File: src/rtl/stopwatch_counter.sv
// Stopwatch time base: minutes/seconds counter with run/pause toggle and a
// 2 Hz field-adjust mode, driven by one-cycle enable ticks from the divider.
module stopwatch_counter #(
    parameter int W       = 6,
    parameter int MAX_SEC = 59,
    parameter int MAX_MIN = 59
) (
    input  logic         clk,
    input  logic         rst,
    input  logic         tick_1hz,
    input  logic         tick_2hz,
    input  logic         pause,
    input  logic         adj,
    input  logic         sel,
    output logic [W-1:0] minutes,
    output logic [W-1:0] seconds,
    output logic         running,
    output logic         adjusting,
    output logic         rollover
);

    typedef enum logic [1:0] {RUN, PAUSED, ADJUST} state_t;

    localparam logic [W-1:0] SEC_LAST = W'(MAX_SEC);
    localparam logic [W-1:0] MIN_LAST = W'(MAX_MIN);
    localparam logic [W-1:0] ONE      = W'(1);

    state_t       state, state_nxt;
    state_t       saved, saved_nxt;
    logic         pause_q;
    logic         pause_edge;
    logic [W-1:0] min_nxt, sec_nxt;
    logic         rollover_nxt;

    always_comb begin
        pause_edge = pause & ~pause_q;

        // The saved mode follows every pause edge, so leaving ADJUST restores
        // whatever run/pause choice was made while adjusting.
        saved_nxt = saved;
        if (pause_edge)
            saved_nxt = (saved == RUN) ? PAUSED : RUN;

        state_nxt = state;
        unique case (state)
            RUN:     if (adj) state_nxt = ADJUST;
                     else if (pause_edge) state_nxt = PAUSED;
            PAUSED:  if (adj) state_nxt = ADJUST;
                     else if (pause_edge) state_nxt = RUN;
            ADJUST:  if (!adj) state_nxt = saved_nxt;
            default: state_nxt = RUN;
        endcase
    end

    always_comb begin
        min_nxt      = minutes;
        sec_nxt      = seconds;
        rollover_nxt = 1'b0;
        // adj gates counting immediately, before the state has moved to ADJUST.
        if (state == RUN && !adj && tick_1hz) begin
            if (seconds < SEC_LAST) begin
                sec_nxt = seconds + ONE;
            end else begin
                sec_nxt = '0;
                if (minutes < MIN_LAST) begin
                    min_nxt = minutes + ONE;
                end else begin
                    min_nxt      = '0;
                    rollover_nxt = 1'b1;
                end
            end
        end else if (state == ADJUST && tick_2hz) begin
            if (sel)
                sec_nxt = (seconds < SEC_LAST) ? seconds + ONE : '0;
            else
                min_nxt = (minutes < MIN_LAST) ? minutes + ONE : '0;
        end
    end

    always_ff @(posedge clk) begin
        if (rst) begin
            state    <= RUN;
            saved    <= RUN;
            pause_q  <= 1'b1;
            minutes  <= '0;
            seconds  <= '0;
            rollover <= 1'b0;
        end else begin
            state    <= state_nxt;
            saved    <= saved_nxt;
            pause_q  <= pause;
            minutes  <= min_nxt;
            seconds  <= sec_nxt;
            rollover <= rollover_nxt;
        end
    end

    assign running   = (state == RUN);
    assign adjusting = (state == ADJUST);

endmodule

File: config.mk
export PLATFORM = sky130hd
export DESIGN_NAME = stopwatch_counter
export DESIGN_NICKNAME = d
export VERILOG_FILES = /design/src/rtl/stopwatch_counter.sv
export SDC_FILE = /design/constraint.sdc
export NUM_CORES = 1
export LEC_CHECK = 0
export CAP_MARGIN = 40
export CORE_UTILIZATION = 50
export CTS_BUF_LIST = sky130_fd_sc_hd__clkbuf_2
export DETAILED_ROUTE_END_ITERATION = 16
export PLACE_DENSITY_LB_ADDON = 0.15
export RECOVER_POWER = 25
export SYNTH_ARGS = -nofsm -noshare
export SYNTH_HDL_FRONTEND = slang
export SYNTH_SLANG_ARGS = --single-unit
File: constraint.sdc
create_clock -name clk -period 2.05 [get_ports clk]
set_input_delay 0.41 -clock clk [delete_from_list [all_inputs] [get_ports clk]]
set_output_delay 0.41 -clock clk [all_outputs]
set_load 0.005 [all_outputs]
==> results.toml <==
[outcome]
status = "complete, but fails checks"
violations = "DRC"

[critical_path]
path_cells = "nor2b_1, clkdlybuf4s50_1"
crit_type = "reg -> out"
cpLargestDelayFamily = "flip-flops"
required_ns = 1.64
r2r-start = "state[1]"
end_kind = "output port"
crit_start = "state[1]"
crit_buf_inv = 1
slowest_delay_ns = 0.50
crit_arrival_ns = 1.47
slowest_stage = "dfxtp_1"
crit_path_max_fanout = 9
startpoint_type = "register"

[power]
ir_worst_vdd_v = 0.000329
power_density_nw_per_um2 = 517
p_leak_nw = 0.394

[route]
wire_per_inst_um = 13.7
drt-vias-per-instance = 5.77
vias = 860
drtIter0Drc = 42
dr.pass1.iters = 10
wl_um = 2050
antenna_left = 0
drc_errors = 1

[sta]
finalSetupViolCount = 0
hold_violations = 0
rsz0062_at_grt = "false"
drv_slew = 0
fin_hold_ws_ns = 0.503
maxSlewHeadroom_pct = 62.1
clock_skew_ns = 0.000539
period_share_pct = 91.5
worst_slew_pin_slew_ns = 0.568
fmax_ghz = 0.533
period_minus_slack_ns = 1.88

[logic_synthesis]
yosys.area.top_type_share_pct = 40.4
synth_top_area_cell = "dfxtp_1"
synth_edf_count = 0
syn_inst = 99
synth_area_um2 = 892
synth_cell_types = 33
ys_top_cells_by_count = "18 x dfxtp_1, 9 x nor2_1, 8 x nand3_1"
ys_seq_elements = 18
yosysMostFrequentCell = "dfxtp_1"
async_flop_share_pct = 0
yosysSeqAreaShare_pct = 40.4
synth_area_leaders = "dfxtp_1 40%, nand3_1 4.5%, xnor2_1 3.9%"
ys_warn_count = 0
yosys_most_used_dff = "dfxtp_1"
syn_nets = 108
syn_avg_cell_area_um2 = 9.01

[global_routing]
grt_pass1_wl_um = 3340
grt_antenna_before_repair = 0
grt_usage_pct = 22.7
grt_overflow_total = 0
grt_pass1_vias = 774
grt_max_degree = 16

[placement]
dpl_cell_area_um2 = 1150
routabilityCongestion = 0.817
place.port_buffers = 21
dp_cells = 146
hpwl_um = 1460

[clock_network]
postCtsSetupBuffers = 0
numCtsBuffers = 3
htree_levels = 1
clkTransAtPathRegs_ns = 0.16
cts_tree = "yes"
clk-insertion-delay-late_ns = 0.30
cts-root-buf = "clkbuf_2"
clock_path_buffers = 2
cts.sink_count = 18

[layout]
antennaDiodeCount = 0
drive_gt1_share_pct = 10.4
nets = 136
area_growth_syn_to_layout_pct = 29.6
final_area_um2 = 1160
fin_cells = 149

[worst_hold_path]
hp-start = "seconds[1]"
hp-class = "reg -> reg"

[die]
core-area_um2 = 1590
die_w_um = 44.2
die_h_um = 44.2
start_util_pct = 56.0
num_rows = 14
dieArea_um2 = 1960
pin_count = 22

[run]
drv_cap = 0
==> power by group <==
part / total (W) / switching, W / internal (W)
sequential: 0.000370 / 0.0000118 / 0.000358
combinational: 0.0000778 / 0.0000351 / 0.0000427
clock: 0.000149 / 0.000110 / 0.0000399
==> placed cells by master, fill, tap and decap left out, types with 2 or more instances in the layout <==
master and count:
clkdlybuf4s50_1 17, dfxtp_1 17, nor2_1 9, nand3_1 8, nand2_1 7, a21oi_1 6, a31oi_1 5, nor3_1 4
a211oi_1 4, xnor2_1 4, dlygate4sd3_1 4, buf_4 4, nor2b_1 3, inv_1 3, clkbuf_2 3, o311ai_2 2
o41ai_1 2, o21ai_0 2, ha_1 2, clkbuf_1 2
==> metal layers <==
| layer | routed length (µm) | share of wire, % | vias to the layer above | GRT usage (%) |
|---|---|---|---|---|
| met5 | 0 | 0 | - | 0 |
| met4 | 36 | 1.8 | 0 | 9.09 |
| met3 | 120 | 5.9 | 5 | 4.08 |
| met2 | 871 | 43 | 33 | 35.6 |
| met1 | 1020 | 50 | 396 | 31.0 |
| li1 | - | - | 426 | - |
==> kinds of logic (layout without fill, tap and decap cells) <==
| kind of cell | count (synthesis) | after routing | synth area share (%) |
|---|---|---|---|
| flops | 18 | 18 | 40.4 |
| buf+inv | 7 | 33 | 4.63 |
| xor+xnor | 4 | 4 | 3.93 |
| compound gates | 32 | 32 | 28.6 |
| fa+ha+maj | 2 | 2 | 2.80 |
| simple gates | 36 | 36 | 19.6 |
==> final timing paths <==
| path | to | slack, ns | cells after the start |
|---|---|---|---|
| worst min-delay path | seconds[1] | 0.50 | 2 |
| worst max-delay path | adjusting | 0.17 | 2 |
| worst min register to register | seconds[1] | 0.50 | 2 |
| worst max register to register | minutes[3] | 0.27 | 5 |
==> area by class of cell <==
| class | instances | area [µm²] |
|---|---|---|
| flip-flops and latches | 18 | 362 |
| repair buffers | 27 | 248 |
| inverters | 3 | 11.3 |
| clock buffers | 3 | 15.0 |
| multi-input cells | 74 | 490 |
| fillers | 136 | 438 |
| well taps | 24 | 30.0 |
==> stage by stage <==
stage / util, % / total power, W / setup slack (ns) / setup TNS, ns
2_1_floorplan: - / 0.000418 / 0.383 / 0
3_3_place_gp: 72.0 / 0.000455 / -0.0152 / -0.0164
3_5_place_dp: 72.0 / 0.000457 / -0.0781 / -0.164
4_1_cts: 72.9 / 0.000599 / 0.0839 / 0
5_1_grt: 72.5 / 0.000619 / 0.0612 / 0
6_report: 72.5 / 0.000597 / 0.173 / 0
==> flip-flops by register name, indices dropped and copies added (netlist names) <==
register and count:
minutes 6, rollover 1, state 2, pause_q 1, seconds 6, saved 2
==> worst reg2reg max path, stage by stage, from the launching register on <==
cell and delay (ns):
dfxtp_1 0.41, or3b_1 0.44, clkbuf_1 0.20, o22ai_4 0.20
nand2_1 0.12, o41ai_1 0.32
==> timing repair <==
item / in CTS / in global routing
resized for setup: 0 / 1
hold buffers: 0 / 0
endpoints found under the setup margin: 0 / 2
Power figures use the tool's default switching activity.
